`src/rtl/round_key_store_pkg.sv`:
```
// Shared AES key-schedule definitions: default key geometry and the
// streaming FSM state type used by round_key_store.
package round_key_store_pkg;

    // One 128-bit round key per AES round.
    localparam int unsigned AES_KEY_W    = 128;

    // AES-256 uses 14 rounds plus the initial whitening key.
    localparam int unsigned AES_NUM_KEYS = 15;

    // Stream controller states.
    typedef enum logic [1:0] {
        IDLE   = 2'd0,
        STREAM = 2'd1,
        FINISH = 2'd2
    } rks_state_e;

endpackage

```
`src/rtl/round_key_store_key_ram.sv`:
```
// Round-key storage: one write port, one registered read port.
// A read that targets the address being written in the same cycle
// returns the new data, so a key loaded together with a start request
// is the one that gets streamed.
module key_ram
    import round_key_store_pkg::*;
#(
    parameter int unsigned DATA_W = AES_KEY_W,
    parameter int unsigned DEPTH  = AES_NUM_KEYS,
    parameter int unsigned ADDR_W = $clog2(DEPTH)
) (
    input  logic              clk,
    input  logic              we,
    input  logic [ADDR_W-1:0] wr_addr,
    input  logic [DATA_W-1:0] wr_data,
    input  logic              re,
    input  logic [ADDR_W-1:0] rd_addr,
    output logic [DATA_W-1:0] rd_data
);

    logic [DATA_W-1:0] mem_q [DEPTH];
    logic [DATA_W-1:0] rd_data_q;
    logic [DATA_W-1:0] rd_data_d;

    // Storage array; contents are never reset, validity is tracked by the owner.
    always_ff @(posedge clk) begin
        if (we) begin
            mem_q[wr_addr] <= wr_data;
        end
    end

    // Next read data: hold unless a read is requested, write-first on collision.
    always_comb begin
        rd_data_d = rd_data_q;
        if (re) begin
            if (we && (wr_addr == rd_addr)) begin
                rd_data_d = wr_data;
            end else begin
                rd_data_d = mem_q[rd_addr];
            end
        end
    end

    // Registered read port.
    always_ff @(posedge clk) begin
        rd_data_q <= rd_data_d;
    end

    assign rd_data = rd_data_q;

endmodule

```
`src/rtl/round_key_store.sv`:
```
// Round-key store: accepts round keys one at a time, then streams the
// whole set in ascending (encrypt) or descending (decrypt) order over a
// valid/ready interface. Invalid requests are rejected with an err pulse.
module round_key_store
    import round_key_store_pkg::*;
#(
    parameter int unsigned DATA_W   = AES_KEY_W,
    parameter int unsigned NUM_KEYS = AES_NUM_KEYS,
    parameter int unsigned ADDR_W   = $clog2(NUM_KEYS)
) (
    input  logic              clk,
    input  logic              rst,
    input  logic              wr_en,
    input  logic [ADDR_W-1:0] wr_addr,
    input  logic [DATA_W-1:0] wr_data,
    input  logic              start,
    input  logic              dir,
    input  logic              out_ready,
    output logic              out_valid,
    output logic [DATA_W-1:0] out_data,
    output logic [ADDR_W-1:0] out_idx,
    output logic              busy,
    output logic              done,
    output logic              err
);

    localparam logic [ADDR_W-1:0] LAST_IDX = ADDR_W'(NUM_KEYS - 1);
    localparam logic [ADDR_W-1:0] ONE_IDX  = ADDR_W'(1);

    rks_state_e          state_q, state_d;
    logic [ADDR_W-1:0]   idx_q, idx_d;
    logic                dir_q, dir_d;
    logic [NUM_KEYS-1:0] loaded_q, loaded_d;
    logic                out_valid_q, out_valid_d;
    logic                busy_q, busy_d;
    logic                done_q, done_d;
    logic                err_q, err_d;

    logic                wr_in_range;
    logic                handshake;
    logic                at_last;
    logic                ram_we;
    logic                ram_re;
    logic [ADDR_W-1:0]   ram_rd_addr;
    logic [DATA_W-1:0]   ram_rd_data;

    key_ram #(
        .DATA_W (DATA_W),
        .DEPTH  (NUM_KEYS),
        .ADDR_W (ADDR_W)
    ) u_key_ram (
        .clk     (clk),
        .we      (ram_we),
        .wr_addr (wr_addr),
        .wr_data (wr_data),
        .re      (ram_re),
        .rd_addr (ram_rd_addr),
        .rd_data (ram_rd_data)
    );

    // Next-state logic for the load/stream controller. The RAM read for the
    // next key is issued on the same edge that advances idx, so data and
    // index land together one cycle later.
    always_comb begin
        state_d     = state_q;
        idx_d       = idx_q;
        dir_d       = dir_q;
        loaded_d    = loaded_q;
        out_valid_d = out_valid_q;
        done_d      = 1'b0;
        err_d       = 1'b0;
        ram_we      = 1'b0;
        ram_re      = 1'b0;
        ram_rd_addr = idx_q;

        wr_in_range = (32'(wr_addr) < NUM_KEYS);
        handshake   = out_valid_q & out_ready;
        at_last     = dir_q ? (idx_q == '0) : (idx_q == LAST_IDX);

        unique case (state_q)
            IDLE: begin
                if (wr_en) begin
                    if (wr_in_range) begin
                        ram_we            = 1'b1;
                        loaded_d[wr_addr] = 1'b1;
                    end else begin
                        err_d = 1'b1;
                    end
                end
                // Start sees the mask including a same-cycle write.
                if (start) begin
                    if (&loaded_d) begin
                        state_d     = STREAM;
                        dir_d       = dir;
                        idx_d       = dir ? LAST_IDX : '0;
                        ram_re      = 1'b1;
                        ram_rd_addr = idx_d;
                        out_valid_d = 1'b1;
                    end else begin
                        err_d = 1'b1;
                    end
                end
            end

            STREAM: begin
                if (wr_en || start) begin
                    err_d = 1'b1;
                end
                if (handshake) begin
                    if (at_last) begin
                        state_d     = FINISH;
                        out_valid_d = 1'b0;
                        done_d      = 1'b1;
                    end else begin
                        idx_d       = dir_q ? (idx_q - ONE_IDX) : (idx_q + ONE_IDX);
                        ram_re      = 1'b1;
                        ram_rd_addr = idx_d;
                    end
                end
            end

            FINISH: begin
                if (wr_en || start) begin
                    err_d = 1'b1;
                end
                state_d = IDLE;
            end

            default: begin
                state_d     = IDLE;
                out_valid_d = 1'b0;
            end
        endcase

        busy_d = (state_d != IDLE);

        if (rst) begin
            ram_we = 1'b0;
            ram_re = 1'b0;
        end
    end

    // Controller state and registered outputs.
    always_ff @(posedge clk) begin
        if (rst) begin
            state_q     <= IDLE;
            idx_q       <= '0;
            dir_q       <= 1'b0;
            loaded_q    <= '0;
            out_valid_q <= 1'b0;
            busy_q      <= 1'b0;
            done_q      <= 1'b0;
            err_q       <= 1'b0;
        end else begin
            state_q     <= state_d;
            idx_q       <= idx_d;
            dir_q       <= dir_d;
            loaded_q    <= loaded_d;
            out_valid_q <= out_valid_d;
            busy_q      <= busy_d;
            done_q      <= done_d;
            err_q       <= err_d;
        end
    end

    // Key data is only exposed while valid; otherwise the bus reads zero.
    always_comb begin
        out_data = out_valid_q ? ram_rd_data : '0;
    end

    assign out_valid = out_valid_q;
    assign out_idx   = idx_q;
    assign busy      = busy_q;
    assign done      = done_q;
    assign err       = err_q;

endmodule

```
`config.mk`:
```
export PLATFORM = sky130hd
export DESIGN_NAME = round_key_store
export DESIGN_NICKNAME = d
export VERILOG_FILES = /design/src/rtl/round_key_store_pkg.sv /design/src/rtl/round_key_store_key_ram.sv /design/src/rtl/round_key_store.sv
export SDC_FILE = /design/constraint.sdc
export NUM_CORES = 2
export LEC_CHECK = 0
export BUFFER_PORTS_ARGS = -buffer_cell sky130_fd_sc_hd__buf_2
export CAP_MARGIN = 0
export CELL_PAD_IN_SITES_DETAIL_PLACEMENT = 1
export CELL_PAD_IN_SITES_GLOBAL_PLACEMENT = 1
export CORE_MARGIN = 3
export CORE_UTILIZATION = 51
export CTS_CLUSTER_DIAMETER = 30
export DETAILED_ROUTE_END_ITERATION = 10
export GPL_ROUTABILITY_DRIVEN = 0
export PLACE_DENSITY_LB_ADDON = 0.1
export SKIP_CTS_REPAIR_TIMING = 1
export SLEW_MARGIN = 10
export SYNTH_ARGS = -nofsm -noshare
export SYNTH_HDL_FRONTEND = slang
export SYNTH_SLANG_ARGS = --single-unit
```
`constraint.sdc`:
```
create_clock -name clk -period 22.9 [get_ports clk]
set_input_delay 4.58 -clock clk [delete_from_list [all_inputs] [get_ports clk]]
set_output_delay 4.58 -clock clk [all_outputs]
set_load 0.02 [all_outputs]
```
* Yosys cells after proc, flatten, opt, wreduce, memory -nomap -nowiden *
Memory sizes are Yosys's and may differ from the RTL's. A register that Yosys moved wholly into a read port is not among the register bits.
Index checks and enable logic that the tools add are counted.

storage, ports and cells
  input bits = 138
  bits in writable memories = 1920
  bits in read-only memories = 0
  word-level logic and storage cells = 79
  memories = 1
  latch bits = 0
  output and inout bits = 136
  register bits after elaboration = 26

operators by class
  divide/modulo/power cells = 0
  mux-type cells = 43
  bitwise gates (word level) = 5
  multiply operators = 0
  order comparisons = 3
  $add $sub $neg = 2
  shift-type cells = 0
  equal/unequal tests = 7
  reductions and logical operators = 10

memory list
  memory           depth  bits a word  rd ports  clocked after Yosys merged registers in  write ports  RTL line                       RTL
  u_key_ram.mem_q  15     128          1         1                                        1            round_key_store_key_ram.sv:21  logic [DATA_W-1:0] mem_q [DEPTH];

operator list
  operator             number
  $mux 128             1
  $mux 15              3
  $mux 4               6
  $mux 1               23
  $reduce_and 17->1    1
  $or 15x15->15        1
  $reduce_and 15->1    1
  $mux 2               4
  $ne 2x2->1 const B   4
  $pmux 4 s2           1
  $lt 4x5->1 const B   1
  $reduce_and 5->1     1
  $add 4x1->4 const B  1
  $demux 1 s4          1
  $eq 4x4->1 const B   1
  $ge 4x1->1 const B   1
  $logic_not 4->1      1
  $lt 4x4->1 const B   1
  $pmux 1 s2           2
  $pmux 2 s2           1
  $sub 4x1->4 const B  1
  $not 1->1            3
  $pmux 1 s3           1
  $reduce_or 3->1      1
  other kinds (8)      8

* Depth between registers and ports, before layout *
  depth in word-level cells = 13
  mapped depth = 16
  depth with buffers taken out = 11

* Hierarchy *
A second synthesis with hierarchy kept.

second synthesis, totals
  cells, all modules = 4073
  area, all modules = 81498.2 um^2

by module, submodules not included
  module           seq. area each (um^2)  area an instance (um^2)  cells an instance  instances
  key_ram          61499.0                79157.2                  3755               1
  round_key_store  520.5                  2341.0                   318                1

* Worst setup path before layout *
OpenSTA, ideal clock, no wires.

  kind = input port to flip-flop
  from = input wr_addr[1]
  to = memory u_key_ram.mem_q[12][0] in the netlist's numbering (enable)
  setup time = 0.929 ns
  data arrival time = 17.033 ns
  required time = 21.971 ns
  setup slack = 4.937 ns
  stages on the path = 2
  buffers on the path = 1
  path through = buf_2 nor4_1

between the ends
  word-level cells in the longest chain between the ends = 7

RTL lines
  what                          RTL line                       RTL
  start, declared               round_key_store.sv:14          input logic [ADDR_W-1:0] wr_addr,
  $lt 4x4->1                    round_key_store.sv:76          wr_in_range = (32'(wr_addr) < NUM_KEYS);
  $mux 1                        round_key_store.sv:83          if (wr_in_range) begin
  $mux 1                        round_key_store.sv:82          if (wr_en) begin
  $mux 1                        round_key_store.sv:80          unique case (state_q)
  $mux 1                        round_key_store.sv:137         if (rst) begin
  $mux 1                        round_key_store_key_ram.sv:27  if (we) begin
  $mux 1 (implied by the code)  round_key_store_key_ram.sv:28  mem_q[wr_addr] <= wr_data;
  end, declared                 round_key_store_key_ram.sv:21

Parallel ways exist; a longest one is shown, timed or not.

* Worst setup path after layout *
  from = input wr_addr[2]
  to = register u_key_ram.rd_data_q[27], in the netlist u_key_ram.rd_data[27], read port of u_key_ram.mem_q, data pin

between the ends
  word-level cells in the longest chain between the ends = 13
  elaborated cells between the ends (all ways) = 18
  classes of those cells = order compare (3); mux (12); bitwise (1); reduce/logical (2)

RTL lines
  what                                                            RTL line                       RTL
  $lt 4x5->1 (implied by the code) or $ge 4x1->1 (tied branches)  round_key_store.sv:85          loaded_d[wr_addr] = 1'b1;
  $logic_and 1x1->1 (implied by the code)                         round_key_store.sv:85
  $mux 1 (implied by the code)                                    round_key_store.sv:85
  $demux 1 s4                                                     round_key_store.sv:85
  $or 15x15->15 (no line)                                         --
  $mux 15 (*)                                                     round_key_store.sv:83
  $mux 15 (*)                                                     round_key_store.sv:82
  $mux 15 (*)                                                     round_key_store.sv:80
  $reduce_and 15->1 (*)                                           round_key_store.sv:92          if (&loaded_d) begin
  $mux 1                                                          round_key_store.sv:92
  $mux 1                                                          round_key_store.sv:91          if (start) begin
  $pmux 1 s2                                                      round_key_store.sv:80
  $mux 1                                                          round_key_store.sv:137
  end, declared                                                   round_key_store_key_ram.sv:22  logic [DATA_W-1:0] rd_data_q;

Every way passes the cells marked *; elsewhere a longest branch is shown, timed or not. The select of a mux whose other input is x is not followed.
A chain may end at the register's enable or synchronous reset.

==> results.sh <==
export IMPL_antenna_found_initial=45
export IMPL_ys_seq_elements=2074
export IMPL_grt_start_max_net_pins=216
export IMPL_power_ir_vdd_worst_uv=88.9
export IMPL_timing_slew_headroom_pct=12.8
export IMPL_path_clk_slew_ns=0.06
export IMPL_cell_depth_of_the_worst_min_delay_path=2
export IMPL_cts_max_path_buffers=4
export IMPL_timing_setup_tns_ns=0
export IMPL_result_of_the_run="finished, final reports clean"
export IMPL_clock_tree_htree_level_count=5
export IMPL_gr_total_overflow=0
export IMPL_worstReg2RegStart="out_idx[1]"
export IMPL_drt_first_iter_violations=6130
export IMPL_number_of_global_route_vias_before_repair=61430
export IMPL_synth_compound_area_share_pct=8.98
export IMPL_die_width_um=409
export IMPL_clock_sinks=2074
export IMPL_holdCritStartpoint="loaded_q[14]"
export IMPL_post_synth_xor_area_fraction_pct=0.0212
export IMPL_buffer_ports_inserted=273
export IMPL_p_leak_nw=35.4
export IMPL_post_route_cells_drive_above_1_share_pct=17.2
export IMPL_avgRoutedWirePerCell_um=29.5
export IMPL_min_delay_path_class="reg -> reg"
export IMPL_place_ws_ns=11.69
export IMPL_synth_simple_gate_area_share_pct=13.7
export IMPL_worst_path_max_delay_cell="sky130_fd_sc_hd__buf_4"
export IMPL_synth_adder_area_share_pct=0.115
export IMPL_wire_length_of_the_first_global_routing_pass_um=401000
export IMPL_most_frequent_cp_cell="sky130_fd_sc_hd__buf_4"
export IMPL_power_density_mw_per_mm2=106
export IMPL_drc_errors=0
export IMPL_fin_nets=6807
export IMPL_fraction_of_synthesized_area_in_multiplexers_pct=0.0272
export IMPL_postSynth_asyncResetShare_pct=0
export IMPL_cts_buffers=451
export IMPL_cts_tree="yes"
export IMPL_number_of_enable_flip_flop_cells_after_synthesis=2048
export IMPL_core_mm2=0.161
export IMPL_synth_cells=6285
export IMPL_hold_viol=0
export IMPL_max_stage_delay_ns=0.85
export IMPL_timing_critical_path_from_type="input port"
export IMPL_route_vias_total=57223
export IMPL_yosys_cell_types_count=54
export IMPL_reg2reg_slack_ns=16.18
export IMPL_ant_nets=0
export IMPL_cp_data_required_time_ns=23.64
export IMPL_worstRegToRegCells=13
export IMPL_worst_skew_pair_latency_ns=0.99
export IMPL_yosys_most_used_dff="sky130_fd_sc_hd__edfxtp_1"
export IMPL_drt_total_wl_um=272000
export IMPL_worst_pin_slew_ns=1.31
export IMPL_dominant_combinational_cell_family_by_area_after_synthesis="simple AND/OR/NAND/NOR gates"
export IMPL_grt_total_usage_pct=32.2
export IMPL_arrival_time_at_the_worst_endpoint_ns=11.18
export IMPL_area_growth_pct=22.1
export IMPL_finalMaxSlewViolations=0
export IMPL_timing_final_crit_share_pct=45.6
export IMPL_critical_path_class="in -> reg"
export IMPL_rsz0062_at_grt="no"
export IMPL_fin_worst_skew_ns=0.0681
export IMPL_hold_path_endpoint="loaded_q[14]"
export IMPL_clock_fmax_mhz=95.8
export IMPL_worst_path_setup_slack_after_routing_ns=12.46
export IMPL_worstReg2RegEnd="u_key_ram.rd_data[84]"
export IMPL_fp_dieH_um=409
export IMPL_worstPathCellList="buf_2, and3_1, a21oi_2, nor4_4, nand4_1, o221ai_4, buf_4, buf_4, buf_4, buf_4, nand2_1, a21oi_1, nor3_1, o41ai_2"
export IMPL_fillCellCount=15111
export IMPL_total_die_area_mm2=0.167
export IMPL_crit_fanout=77
export IMPL_synthesis_yosys_warnings=0
export IMPL_mappedNetlistNets=6430
export IMPL_vias_per_cell=6.21
export IMPL_finalCriticalPeriod_ns=10.44
export IMPL_post_dp_hpwl_um=120000
export IMPL_drtPass1Iterations=5
export IMPL_report_final_setup_viol=0
export IMPL_max_cap_violations=0
export IMPL_clock_root_buffer="sky130_fd_sc_hd__clkbuf_16"
export IMPL_synthesis_area_per_instance_um2=13.2
export IMPL_design_portCount=274
export IMPL_rows=147
export IMPL_area_of_the_mapped_netlist_mm2=0.0828
export IMPL_sequential_fraction_of_the_synthesis_area_pct=74.9
export IMPL_worst_setup_path_end_kind="flip-flop"
export IMPL_start_util_pct=51.4
==> final cells by class <==
cell class / count / area (um^2) / share of cell area [%]
sequential: 2074 / 62000 / 61.4
multi-input combinational: 3767 / 19100 / 18.9
clock buffer: 508 / 11600 / 11.5
clock inverter: 317 / 3300 / 3.27
tap: 2160 / 2700 / 2.67
timing repair buffer: 362 / 2260 / 2.24
antenna: 28 / 70.1 / 0.0693
inverter: 6 / 22.5 / 0.0223
==> sequential cells by signal, indices dropped and copies added (netlist names) <==
name               cells
state_q                2
out_idx                4
out_valid              1
busy                   1
u_key_ram.rd_data    128
dir_q                  1
err                    1
done                   1
u_key_ram.mem_q     1920
loaded_q              15
==> synthesized netlist by cell type (17+ instances only) <==
cell,n,area [um^2]
sky130_fd_sc_hd__edfxtp_1,2048,61500
sky130_fd_sc_hd__nand2_1,1819,6830
sky130_fd_sc_hd__a21oi_1,783,3920
sky130_fd_sc_hd__nor3_1,263,1320
sky130_fd_sc_hd__clkbuf_1,255,957
sky130_fd_sc_hd__nor2_1,156,586
sky130_fd_sc_hd__nand3_1,139,696
sky130_fd_sc_hd__and2_1,135,845
sky130_fd_sc_hd__nor4_1,131,820
sky130_fd_sc_hd__a311oi_1,129,1130
sky130_fd_sc_hd__buf_2,129,646
sky130_fd_sc_hd__o41ai_2,119,1940
sky130_fd_sc_hd__buf_1,37,139
sky130_fd_sc_hd__dfxtp_1,26,521
sky130_fd_sc_hd__buf_4,17,128
==> how the worst max path moves through the flow <==
stage | from | to | slack [ns] | depth (start not counted)
floorplan | wr_addr[1] | u_key_ram.mem_q[12][0] | 4.94 | 2
global placement | wr_addr[1] | u_key_ram.rd_data[114] | 11.91 | 14
detailed placement | wr_addr[2] | u_key_ram.rd_data[24] | 11.69 | 14
CTS | wr_addr[2] | u_key_ram.rd_data[27] | 12.59 | 14
global route | wr_addr[2] | u_key_ram.rd_data[27] | 12.06 | 14
finish | wr_addr[2] | u_key_ram.rd_data[27] | 12.46 | 14
==> where the power goes <==
group	switching [mW]	total [mW]	internal, mW	leakage [nW]
sequential	0.00670	4.21	4.21	18.7
combinational	0.100	0.120	0.0197	9.54
clock	2.08	6.36	4.28	7.16
total	2.19	10.7	8.50	35.4
==> logic make-up after synthesis <==
family	after synthesis
xor gates and xnor gates	2
AOI/OAI and AO/OA	1086
and+or+nand+nor	2670
muxes	2
buffers and inverters	444
DFF	2074
adders and majority gates	7
==> stage by stage <==
step | hold WS, ns | utilization [%] | power [mW] | area (um^2) | cells
floorplan | 0.427 | - | 4.32 | 82800 | 6285
global placement | 0.479 | 53.5 | 4.39 | 86100 | 8369
detailed placement | 0.480 | 53.5 | 4.40 | 86100 | 8369
CTS | 0.491 | 62.8 | 10.7 | 101000 | 9194
global route | 0.516 | 62.8 | 11.0 | 101000 | 9205
finish | 0.494 | 62.8 | 10.7 | 101000 | 9222
==> placed cells by master, fill, tap and decap left out, types with 6 or more instances in the layout <==
cell type	n
sky130_fd_sc_hd__clkinv_2	81
sky130_fd_sc_hd__o41ai_1	9
sky130_fd_sc_hd__a21oi_1	782
sky130_fd_sc_hd__nand2_1	1818
sky130_fd_sc_hd__nand3_1	139
sky130_fd_sc_hd__nor2_1	147
sky130_fd_sc_hd__dfxtp_1	25
sky130_fd_sc_hd__edfxtp_1	2048
sky130_fd_sc_hd__clkbuf_16	456
sky130_fd_sc_hd__ha_1	6
sky130_fd_sc_hd__nor2_4	9
sky130_fd_sc_hd__buf_12	18
sky130_fd_sc_hd__o21ai_0	6
sky130_fd_sc_hd__diode_2	28
sky130_fd_sc_hd__bufinv_16	60
sky130_fd_sc_hd__a21o_1	12
sky130_fd_sc_hd__buf_2	273
sky130_fd_sc_hd__buf_4	71
sky130_fd_sc_hd__inv_1	6
sky130_fd_sc_hd__clkinv_4	20
sky130_fd_sc_hd__clkbuf_1	51
sky130_fd_sc_hd__clkinvlp_4	55
sky130_fd_sc_hd__a311oi_1	129
sky130_fd_sc_hd__clkinv_1	85
sky130_fd_sc_hd__o41ai_2	119
sky130_fd_sc_hd__nor4_1	129
sky130_fd_sc_hd__and2_1	134
sky130_fd_sc_hd__nor3_1	259
sky130_fd_sc_hd__inv_6	10
==> routing by layer <==
layer  part of all wire, %  wire, um  GRT usage [%]
met5                 0.052       140              0
met4                   3.1      8350           11.6
met3                   8.1     21900           6.37
met2                    49    133000           53.1
met1                    40    108000           42.6
==> critical path: cells and delay by family <==
family / cells / cell delay, ns
compound gates: 4 / 1.50
simple gates: 5 / 1.33
buf+inv: 5 / 3.59
Note: power is estimated with default switching activity, not from simulation.
